[src/rtl/if_id_req_initiator.sv]
// FIFO-buffered initiator of the four-phase req/ack handshake toward the ID stage.
// Define IF_REQ_TIMEOUT_EN to build the REQ_HI abandon timer (TIMEOUT_CYC cycles).
module if_id_req_initiator #(
    parameter int unsigned DATA_W      = 32,
    parameter int unsigned PC_W        = 8,
    parameter int unsigned DEPTH       = 4,
    parameter int unsigned TIMEOUT_CYC = 255
) (
    input  logic                   clk,
    input  logic                   rst,
    input  logic                   in_valid,
    output logic                   in_ready,
    input  logic [DATA_W-1:0]      in_instr,
    input  logic [PC_W-1:0]        in_pc,
    input  logic                   flush,
    output logic                   req,
    input  logic                   ack,
    output logic [DATA_W-1:0]      instr_out,
    output logic [PC_W-1:0]        pc_out,
    output logic                   busy,
    output logic [$clog2(DEPTH):0] count,
    output logic                   proto_err,
    output logic                   timeout
);
    localparam int unsigned PTR_W = $clog2(DEPTH);
    localparam int unsigned CNT_W = PTR_W + 1;
    localparam int unsigned ENT_W = DATA_W + PC_W;

    if (DEPTH < 2 || (DEPTH & (DEPTH - 1)) != 0) begin : g_bad_depth
        $error("DEPTH must be a power of 2 and at least 2");
    end
    if (TIMEOUT_CYC < 1) begin : g_bad_timeout
        $error("TIMEOUT_CYC must be at least 1");
    end

    typedef enum logic [1:0] {IDLE, REQ_HI, REQ_LO} state_e;

    state_e             state_q, state_d;
    logic [ENT_W-1:0]   mem_q [DEPTH];
    logic [PTR_W-1:0]   wr_ptr_q, wr_ptr_d;
    logic [PTR_W-1:0]   rd_ptr_q, rd_ptr_d;
    logic [CNT_W-1:0]   count_q, count_d;
    logic               req_q, req_d;
    logic [DATA_W-1:0]  instr_q, instr_d;
    logic [PC_W-1:0]    pc_q, pc_d;
    logic               proto_err_q, proto_err_d;
    logic               ack_meta_q, ack_s_q;
    logic               push_c, pop_c;

`ifdef IF_REQ_TIMEOUT_EN
    localparam int unsigned TMO_W = $clog2(TIMEOUT_CYC + 1);
    logic [TMO_W-1:0]   tmo_cnt_q, tmo_cnt_d;
    logic               timeout_q, timeout_d;
`endif

    assign in_ready  = (count_q < CNT_W'(DEPTH)) && !flush;
    assign push_c    = in_valid && in_ready;
    assign req       = req_q;
    assign instr_out = instr_q;
    assign pc_out    = pc_q;
    assign busy      = (state_q != IDLE);
    assign count     = count_q;
    assign proto_err = proto_err_q;

    // ack crosses in from ID's domain through two flops
    always_ff @(posedge clk or negedge rst) begin
        if (!rst) begin
            ack_meta_q <= 1'b0;
            ack_s_q    <= 1'b0;
        end else begin
            ack_meta_q <= ack;
            ack_s_q    <= ack_meta_q;
        end
    end

    always_ff @(posedge clk) begin
        if (push_c) mem_q[wr_ptr_q] <= {in_instr, in_pc};
    end

    // Handshake FSM: issue from IDLE, wait for ack_s high, then for ack_s low
    always_comb begin
        state_d     = state_q;
        req_d       = req_q;
        instr_d     = instr_q;
        pc_d        = pc_q;
        proto_err_d = proto_err_q;
        pop_c       = 1'b0;
`ifdef IF_REQ_TIMEOUT_EN
        timeout_d   = 1'b0;
`endif
        case (state_q)
            IDLE: begin
                if (ack_s_q) proto_err_d = 1'b1;
                if (count_q != '0 && !flush) begin
                    {instr_d, pc_d} = mem_q[rd_ptr_q];
                    pop_c           = 1'b1;
                    req_d           = 1'b1;
                    state_d         = REQ_HI;
                end
            end
            REQ_HI: begin
                if (ack_s_q) begin
                    req_d   = 1'b0;
                    state_d = REQ_LO;
                end
`ifdef IF_REQ_TIMEOUT_EN
                else if (tmo_cnt_q == TMO_W'(TIMEOUT_CYC - 1)) begin
                    req_d     = 1'b0;
                    timeout_d = 1'b1;
                    state_d   = REQ_LO;
                end
`endif
            end
            REQ_LO: begin
                if (!ack_s_q) state_d = IDLE;
            end
            default: state_d = IDLE;
        endcase
    end

    // FIFO bookkeeping; flush wins over a same-cycle push
    always_comb begin
        wr_ptr_d = wr_ptr_q;
        rd_ptr_d = rd_ptr_q;
        count_d  = count_q;
        if (flush) begin
            wr_ptr_d = '0;
            rd_ptr_d = '0;
            count_d  = '0;
        end else begin
            if (push_c) wr_ptr_d = wr_ptr_q + PTR_W'(1);
            if (pop_c)  rd_ptr_d = rd_ptr_q + PTR_W'(1);
            if (push_c && !pop_c)      count_d = count_q + CNT_W'(1);
            else if (!push_c && pop_c) count_d = count_q - CNT_W'(1);
        end
    end

    always_ff @(posedge clk or negedge rst) begin
        if (!rst) begin
            state_q     <= IDLE;
            wr_ptr_q    <= '0;
            rd_ptr_q    <= '0;
            count_q     <= '0;
            req_q       <= 1'b0;
            instr_q     <= '0;
            pc_q        <= '0;
            proto_err_q <= 1'b0;
        end else begin
            state_q     <= state_d;
            wr_ptr_q    <= wr_ptr_d;
            rd_ptr_q    <= rd_ptr_d;
            count_q     <= count_d;
            req_q       <= req_d;
            instr_q     <= instr_d;
            pc_q        <= pc_d;
            proto_err_q <= proto_err_d;
        end
    end

`ifdef IF_REQ_TIMEOUT_EN
    // Counter is zero outside REQ_HI, so it restarts on every entry
    always_comb begin
        tmo_cnt_d = '0;
        if (state_q == REQ_HI) tmo_cnt_d = tmo_cnt_q + TMO_W'(1);
    end

    always_ff @(posedge clk or negedge rst) begin
        if (!rst) begin
            tmo_cnt_q <= '0;
            timeout_q <= 1'b0;
        end else begin
            tmo_cnt_q <= tmo_cnt_d;
            timeout_q <= timeout_d;
        end
    end

    assign timeout = timeout_q;
`else
    assign timeout = 1'b0;
`endif

endmodule

[config.mk]
export PLATFORM = sky130hd
export DESIGN_NAME = if_id_req_initiator
export DESIGN_NICKNAME = d
export VERILOG_FILES = /design/src/rtl/if_id_req_initiator.sv
export SDC_FILE = /design/constraint.sdc
export NUM_CORES = 1
export LEC_CHECK = 0
export ABC_CLOCK_PERIOD_IN_PS = 2600
export CORE_MARGIN = 1
export CORE_UTILIZATION = 55
export DETAILED_ROUTE_END_ITERATION = 8
export GPL_TIMING_DRIVEN = 0
export PLACE_DENSITY = 0.82
export SKIP_CTS_REPAIR_TIMING = 1
export SLEW_MARGIN = 0
export SYNTH_ARGS = -nofsm -noshare
export SYNTH_HDL_FRONTEND = slang
export SYNTH_SLANG_ARGS = --single-unit
[constraint.sdc]
create_clock -name clk -period 2.6 [get_ports clk]
set_clock_uncertainty 0.2 [all_clocks]
set_input_delay 0.39 -clock clk [delete_from_list [all_inputs] [get_ports clk]]
set_output_delay 0.39 -clock clk [all_outputs]
set_load 0.02 [all_outputs]
# Word level (Yosys, flattened, before mapping)
# Memory sizes are Yosys's and may differ from the RTL's. A register that Yosys moved wholly into a read port is not among the register bits.
# Index checks and enable logic that the tools add are counted.
# Widths: inputs -> output; s select.
[op_classes] magnitude_cmp=1 div=0 n_shift=0 n_mux=18 bitwise=0 add_sub_neg=4 n_mul=0 reduce_logical=20 eq_ne=5
[op_table] cell="$mux 2" n=7
[op_table] cell="$mux 3" n=3
[op_table] cell="$reduce_bool 2->1" n=4
[op_table] cell="$mux 1" n=6
[op_table] cell="$ne 2x2->1 const B" n=3
[op_table] cell="$pmux 2 s3" n=1
[op_table] cell="$reduce_and 3->1" n=2
[op_table] cell="$reduce_bool 3->1" n=2
[op_table] cell="$logic_and 1x1->1" n=5
[op_table] cell="$add 2x1->2 const B" n=2
[op_table] cell="$logic_not 1->1" n=4
[op_table] cell="$reduce_and 2->1" n=2
[op_table] cell="$add 3x1->3 const B" n=1
[op_table] cell="$lt 3x3->1 const B" n=1
[op_table] cell="$sub 3x1->3 const B" n=1
[op_table] cell="$eq 2x1->1 const B" n=1
[op_table] cell="$eq 2x2->1 const B" n=1
[op_table] cell="$logic_not 2->1" n=1
[op_table] cell="$pmux 1 s2" n=1
[totals] mem_bits_rw=160 ff_bits=13 n_memories=1 rom_bits=0 latch_bits=0 output_inout_bits=48 elab_cells=57
[memory_table] name="mem_q" words=4 width=40 rd=1 rd_ports_with_merged_regs=1 wr=1 line="39" rtl="logic [ENT_W-1:0] mem_q [DEPTH];"

# Logic depth before layout (Yosys ltp)
[logic_depth] depth_word=8 mapped_depth=9 depth_no_buf=8

# Worst setup path after synthesis
# No wires, ideal clock.
[synth_timing] path_type="input -> register" start="in flush" end="mem mem_q[0][0] in the netlist's numbering, enable pin" setup_slack_ns=-0.060 required_ns=1.999 setup_ns=0.401 arrival_ns=2.059 path_stages=3 cell_sequence="buf_2 nor2_1 and3_1"
[synth_between] elab_chain_cells=5
[synth_rtl] item="from (decl)" line="15" rtl="input logic flush,"
[synth_rtl] item="$logic_not 1->1" line="56" rtl="assign in_ready = (count_q < CNT_W'(DEPTH)) && !flush;"
[synth_rtl] item="$logic_and 1x1->1" line="56"
[synth_rtl] item="named net in_ready" line="12" rtl="output logic in_ready,"
[synth_rtl] item="$logic_and 1x1->1" line="57" rtl="assign push_c = in_valid && in_ready;"
[synth_rtl] item="$mux 1" line="77" rtl="if (push_c) mem_q[wr_ptr_q] <= {in_instr, in_pc};"
[synth_rtl] item="$mux 1 (not written as such)" line="77"
[synth_rtl] item="to (decl)" line="39"
# The timed path passes the listed nets, and every way through them passes these cells.

# Worst setup path in the final report
[layout_timing] start="in flush" end="mem mem_q[3][33] in the netlist's numbering, enable pin"
[layout_between] elab_chain_cells=5
[layout_rtl] item="$logic_not 1->1" line="56"
[layout_rtl] item="$logic_and 1x1->1" line="56"
[layout_rtl] item="$logic_and 1x1->1" line="57"
[layout_rtl] item="$mux 1" line="77"
[layout_rtl] item="$mux 1 (not written as such)" line="77"
# No other way between the ends.

==> metrics.csv <==
metric,value,unit
fin_area,9870,um2
rsz0062_at_grt,no,
via_per_inst,5.57,
cts_max_level,1,
worst_pin_slew,1.16,ns
die_y,122,um
io_buffers,91,
num_io_pins,93,
overflow,0,
setup_violations,0,
num_antenna_cells,0,
synth_fa_ha_area_frac,0.00879,
die_w,122,um
cts_sinks,213,
r2r_slack,0.27,ns
cap_violations,0,
row_count,43,
min_path_cells,0,
fin_ws,0.112,ns
power_density,1070,nW/um2
crit_path_max_fanout,40,
cts_tree,done,
gp_congestion,0.719,
nets,618,
seq_area_frac_synth,0.769,
yosys_warnings,0,
period_share,0.957,
synth_edf_count,160,
grt_pass1_wl,22.9,mm
clock_path_buffers,3,
core_area,14000,um2
netlist_area,7970,um2
irDropWorstVdd,0.582,mV
synth_top_area_frac,0.603,
min_from,ack_meta_q,
final_hold_viol_count,0,
drtIter0Drc,203,
ff2ff_path_depth,2,
wl_per_cell,19.3,um
totalWireLength,14.7,mm
synth.mux.area_fraction,0.114,
cp.arrival,2.38,ns
cts_buffers,22,
synth_ff_type,edfxtp_1,
place_hpwl,8.92,mm
status,completed,
synth_top_family_by_area,multiplexers,
power.leakage,3.65,nW
ys_ff_latch,213,
cp_data_required_time,2.49,ns
drive_gt1_frac,0.173,
dr.pass1.iters,4,
relSlewSlack,0.225,
hold_end,ack_s_q,
grt_pass1_vias,4526,
cts-root-buf,clkbuf_16,
grt_max_degree,41,
place_ws,-0.456,ns
via_count,4259,
start_util,0.570,
crit_type,in -> reg,
clk_pin_slew,0.06,ns
synth_compound_area_frac,0.0104,
reg2reg_to,mem_q[3][33],
maxSlewViolCount,0,
synth-simple-area-share,0.0808,
synthXorXnorAreaFrac,0.00110,
track_usage,0.206,
fillCellCount,897,
die_area,15000,um2
yosys-top-cells-area,"edfxtp_1 (60%), dfrtp_1 (17%), mux4_2 (11%)",
syn_nets,501,
final_cell_mix,"edfxtp_1 (160), nand2_1 (123), clkdlybuf4s50_1 (89)",
syn_avg_cell_area,17.7,um2
reg2reg_from,count[2],
tns,0,ns
yosys.area.top_type,edfxtp_1,
netlist_instances,451,
syn_to_final_growth,23.8,%
synthArstFlopShare,0.249,
endpoint_kind,register,
hp-class,reg -> reg,
ys_types,33,
drc_errors,0,
fin_crit,2.49,ns
fmax,402,MHz
worst_skew_pair.late_latency,0.49,ns
final_common_cell,edfxtp_1,
postRouteAntennaNets,0,
start_kind,input port,
antenna_found_initial,0,
post_dp_cell_area,9130,um2
[how the worst max path moves through the flow]
stage,startpoint,cells past startpoint,end
floorplan,flush,3,mem_q[0][0]
global placement,rst,1,instr_out[9]
detailed placement,flush,4,mem_q[3][37]
CTS,flush,4,in_ready
global route,flush,4,mem_q[3][24]
finish,flush,4,mem_q[3][33]
[synthesized netlist by cell type, types with 4 or more instances]
cell type and n:
nand2_1 123, buf_2 13, a21oi_1 5, dfrtp_1 53
edfxtp_1 160, nor3_1 6, ha_1 4, mux4_2 40
inv_1 6, nor2_1 4, and3_1 4
[worst max-delay path, cell delays in order]
cell and delay [ns]:
clkdlybuf4s50_1 0.48, buf_2 0.24, nor2_2 0.24, and3_2 1.01
[metal layers]
layer | global-route usage | vias to the layer above | wire (um)
met5 | 0 | - | 0
met4 | 0.0556 | 0 | 275
met3 | 0.0349 | 27 | 897
met2 | 0.363 | 138 | 7830
met1 | 0.266 | 2179 | 5730
li1 | - | 1915 | -
[state kept, by name (all words and copies together) (netlist names)]
register and count:
mem_q 160, instr_out 32, pc_out 8, count 3
rd_ptr_q 2, state_q 2, wr_ptr_q 2, ack_meta_q 1
ack_s_q 1, proto_err 1, req 1
[cell type report]
cell class / instances / area [um2] / share of cell area
Sequential cell: 213 / 6130 / 0.621
Multi-Input combinational cell: 212 / 1730 / 0.175
Timing Repair Buffer: 93 / 938 / 0.0951
Clock buffer: 33 / 643 / 0.0652
Tap cell: 180 / 225 / 0.0228
Buffer: 20 / 98.8 / 0.0100
Clock inverter: 7 / 83.8 / 0.00849
Inverter: 6 / 22.5 / 0.00228
[kinds of logic after synthesis]
group / Yosys count
flops: 213
simple gates: 151
mux: 41
buf+inv: 26
compound gates: 13
fa+ha+maj: 5
other cells: 1
xor+xnor: 1
[power breakdown]
| part | total, W | internal (W) | switching (W) |
|---|---|---|---|
| combinational | 0.00299 | 0.00137 | 0.00162 |
| sequential | 0.00449 | 0.00420 | 0.000287 |
| clock | 0.00309 | 0.00190 | 0.00118 |
| total | 0.0106 | 0.00748 | 0.00309 |
[through the flow]
step | total power, W | util | hold WS (ns) | std cells
finish | 0.0106 | 0.706 | 0.154 | 764
global route | 0.0111 | 0.706 | 0.148 | 764
CTS | 0.0107 | 0.705 | -0.343 | 763
detailed placement | 0.00756 | 0.653 | 0.141 | 723
global placement | 0.00743 | 0.652 | 0.136 | 722
floorplan | 0.00631 | - | -0.106 | 451
Power figures use the tool's default switching activity.
==> patch 1, RTL diff (same flow settings) <==
The option `IF_REQ_TIMEOUT_EN` is turned on by a define.
--- a/src/rtl/if_id_req_initiator.sv
+++ b/src/rtl/if_id_req_initiator.sv
@@ -2,2 +2,4 @@
 // Define IF_REQ_TIMEOUT_EN to build the REQ_HI abandon timer (TIMEOUT_CYC cycles).
+`define IF_REQ_TIMEOUT_EN
+
 module if_id_req_initiator #(
Function: no difference found for any inputs over 10 cycles, from zero or initial values and one cycle with rst low; that may be too few to reach the edited logic, so the function may still have changed.
==> patch 1 against the unedited design <==
  * The run now ends with DRC left
  * Sequential cell count is 9 higher
  * Worst setup slack worse by 5.9 ps
  * Power is 3.5% higher
  * Cell area is 3.8% higher
  * Wire length is 1.9% higher
  * Combinational power is 8.4% higher
  * Sequential share of layout area is 0.077 points lower
  * Sequential power is 4.9% higher
  * Count of clock-buffer cells in the layout stayed put
  * Via count is 5.2% lower
  * Largest cell class unchanged
  * Area after synthesis is 4.8% higher
  * Clock power is 3% lower
==> patch 1: results (changes against the unedited design) <==
outcome:
  status: "complete, but fails checks"  # was finished, final reports clean
  violated_checks: "DRC"
logic_synthesis:
  post_synth_inst_count: 397  # was 451
  yosysUniqueCellTypes: 34  # was 33
  ys_async_sr_fraction_pct: 27.93  # was 24.88%
  ys_top_cells_by_area: "sky130_fd_sc_hd__edfxtp_1, sky130_fd_sc_hd__dfrtp_1, sky130_fd_sc_hd__mux4_2"  # unchanged
  mappedNetlistNets: 449  # was 501
worst_setup_path:
  critical_path.startpoint: "count[1]"  # was flush
  critical_path_endpoint: "count[1]"  # was mem_q[3][33]
  timing.critical_path.slowest_cell_delay_ps: 490  # was 1010 ps
clocking:
  cts_buffers: 23  # was 22
power:
  cell_internal_pwr_mw: 7.809  # was 7.476 mW
  power.share.switching_pct: 28.60  # was 29.26%
  peakVddDrop_uv: 738.7  # was 581.7 µV
  power_clock_mw: 2.99  # was 3.09 mW
  total_leakage_power_nw: 3.570  # was 3.646 nW
route:
  avgViaCountPerCell: 5.613  # was 5.575
  route.met2.wl_um: 7769  # was 7830 µm
  routed-wl-met3_um: 914  # was 897 µm
  vias: 4036  # was 4259
  drc: 6  # was 0
timing:
  timing.final.crit_share_pct: 95.93  # was 95.70%
  hold_ws_ps: 56.52  # was 154.0 ps
place:
  preCtsSetupSlack_ps: -133.3  # was -456.2 ps
  dpl.cell_count: 672  # was 723
grt:
  antenna_found_initial: 1  # was 0
  global_routing_usage_summed_across_all_routing_layers_pct: 20.33  # was 20.63%
  globalRouteMet3Util_pct: 4.621  # was 3.485%
hold_path:
  hold_class: "in2reg"  # was reg2reg
layout:
  drive_gt1_share_pct: 25.05  # was 17.29%
  layout.nets: 570  # was 618
## patch 1: changes by cell type after synthesis, sizes merged, moves of 4 or more
cell,before,now
clkbuf,3,7
xor2,0,5
nand3,0,4
dfrtp,53,62
mux2,0,42
nand2,124,3
nor3,8,4
buf,17,11
nor2,4,15
a21oi,5,0
## patch 1: final cells by class
cell class	instances	area (µm²)
fill	908	4453
inverter	6	22.52
tap	184	230.2
sequential	222	6356
clock inverter	9	56.30
timing repair buffer	96	953.4
clock buffer	33	633.1
buffer	18	110.1
multi-input combinational	151	1884
## patch 1: logic make-up after synthesis
| kind of cell | share of synthesized area (%) |
|---|---|
| xor+xnor | 0.8389 |
| mux | 16.69 |
| buf+inv | 1.543 |
| simple gates | 2.726 |
| compound gates | 0.9735 |
| fa+ha+maj | 1.138 |
| flops | 76.09 |
==> patch 2, RTL diff (same settings) <==
Without the edit above. Put one more register stage on the output `count`, with the module's reset. The value now appears one clock later. The other outputs are not delayed to match.
--- a/src/rtl/if_id_req_initiator.sv
+++ b/src/rtl/if_id_req_initiator.sv
@@ -61,3 +61,9 @@
     assign busy      = (state_q != IDLE);
-    assign count     = count_q;
+    always_ff @(posedge clk or negedge rst) begin
+        if (!rst) begin
+            count <= '0;
+        end else begin
+            count <= count_q;
+        end
+    end
     assign proto_err = proto_err_q;
Function: changed (Yosys sat finds a counterexample within 4 cycles, from zero or initial values and one cycle with rst low).
==> patch 2 against the unedited design <==
  * Synthesized cell count increased by 0.89%
  * Wire length grew 1.6%
  * Count of clock-buffer cells in the layout down 1
  * Sequential cell count grew 3
  * Cell area is 0.19% higher
  * Worst setup slack lost 6.9 ps
  * Power decreased by 1.0%
  * Area after synthesis is 0.97% higher
  * Critical path depth is the same
  * Via count shrank 0.82%
  * Register-to-register slack got worse by 30 ps
==> patch 2: results (changes against the unedited design) <==
grt:
  global_routing_usage_summed_across_all_routing_layers_pct: 21.10  # was 20.63%
  groute.layer.met2.usage_pct: 36.20  # was 36.34%
  grt_pass1_wl_um: 23720  # was 22930 µm
  use_met1_pct: 28.25  # was 26.62%
  vias_in_the_first_global_route: 4537  # was 4526
  globalRouteMet3Util_pct: 3.506  # was 3.485%
  antenna_found_initial: 1  # was 0
hold_path:
  hold_class: "in2reg"  # was reg2reg
  min_delay_path_depth: 1  # was 0
  hold_path_end: "ack_meta_q"  # was ack_s_q
  hold_path_startpoint: "ack"  # was ack_meta_q
place:
  dpl.cell_count: 727  # was 723
  global_placement_routability_congestion: 0.7438  # was 0.7188
  preCtsSetupSlack_ps: -359.4  # was -456.2 ps
  place_area_um2: 9206  # was 9129 µm²
  dp_hpwl_um: 8881  # was 8917 µm
route:
  route.met2.wl_um: 7746  # was 7830 µm
  post_drt_wl_per_cell_um: 19.46  # was 19.28 µm
  routed-wl-met3_um: 679  # was 897 µm
  met1_routed_wirelength_after_detailed_routing_um: 6266  # was 5728 µm
  vias: 4224  # was 4259
  initialDrtViolationCount: 305  # was 203
worst_setup_path:
  critical_path.top_delay_family: "buffers and inverters"  # was simple AND/OR/NAND/NOR gates
  worst-endpoint-arrival_ps: 1910  # was 2380 ps
  r2r-end: "count_q[2]"  # was mem_q[3][33]
  rr_worst_depth: 8  # was 2
  worst_r2r_startpoint: "state_q[0]"  # was count[2]
  timing.critical_path.slowest_cell_delay_ps: 650  # was 1010 ps
  critical_path_endpoint: "in_ready"  # was mem_q[3][33]
  crit_path_max_fanout: 10  # was 40
  worst_path_max_delay_cell: "sky130_fd_sc_hd__clkdlybuf4s50_1"  # was sky130_fd_sc_hd__and3_2
  r2r_setup_slack_ps: 240  # was 270 ps
logic_synthesis:
  synth.cells.most_frequent: "sky130_fd_sc_hd__edfxtp_1, sky130_fd_sc_hd__nand2_1, sky130_fd_sc_hd__dfrtp_1"  # unchanged
  mappedNetlistNets: 505  # was 501
  ys_async_sr_fraction_pct: 25.93  # was 24.88%
  ys_top_cells_by_area: "sky130_fd_sc_hd__edfxtp_1, sky130_fd_sc_hd__dfrtp_1, sky130_fd_sc_hd__mux4_2"  # unchanged
  synth_sequential_area_ratio_pct: 77.09  # was 76.90%
  post_synth_inst_count: 455  # was 451
power:
  clock_power_share_pct: 27.6  # was 29.2%
  p_sw_mw: 3.165  # was 3.092 mW
  total_leakage_power_nw: 3.647  # was 3.646 nW
  cell_internal_pwr_mw: 7.293  # was 7.476 mW
  power_frac_comb_pct: 28.8  # was 28.3%
  peakVddDrop_uv: 786.0  # was 581.7 µV
clocking:
  worstSkewPairLatency_ps: 490  # about the same
  clk_path_buf_depth: 3  # unchanged
timing:
  hold_ws_ps: 139.7  # was 154.0 ps
  max_slew_margin_pct: 25.31  # was 22.50%
  fmax_mhz: 400.8  # was 401.9 MHz
layout:
  register_with_the_most_flip_flops: "mem_q"  # unchanged
  layout.nets: 622  # was 618
  finish.cell_count_without_fillers: 769  # was 764
  drive_gt1_share_pct: 17.35  # was 17.29%
outcome:
  status: "finished, final reports clean"  # unchanged
## patch 2: logic make-up (layout without fill, tap and decap cells)
| family | count (synthesis) | after routing | synth area share (%) |
|---|---|---|---|
| XOR/XNOR | 1 | 1 | 0.1088 |
| AND/OR/NAND/NOR | 149 | 149 | 7.849 |
| AO/OA/AOI/OAI | 15 | 15 | 1.228 |
| multiplexers | 40 | 40 | 11.19 |
| buffers and inverters | 28 | 161 | 1.616 |
| adder cells (fa/ha/maj) | 5 | 5 | 0.8704 |
| flip-flops | 216 | 216 | 77.09 |
| other | 1 | 2 | 0.04658 |
## patch 2: final cells by class
cell class	instances	area (µm²)
Clock inverter	8	50.05
Sequential cell	216	6206
Timing Repair Buffer	93	935.9
Tap cell	180	225.2
Inverter	8	30.03
Antenna cell	1	2.502
Buffer	20	100.1
Fill cell	879	4207
Clock buffer	32	618.1
Multi-Input combinational cell	211	1722
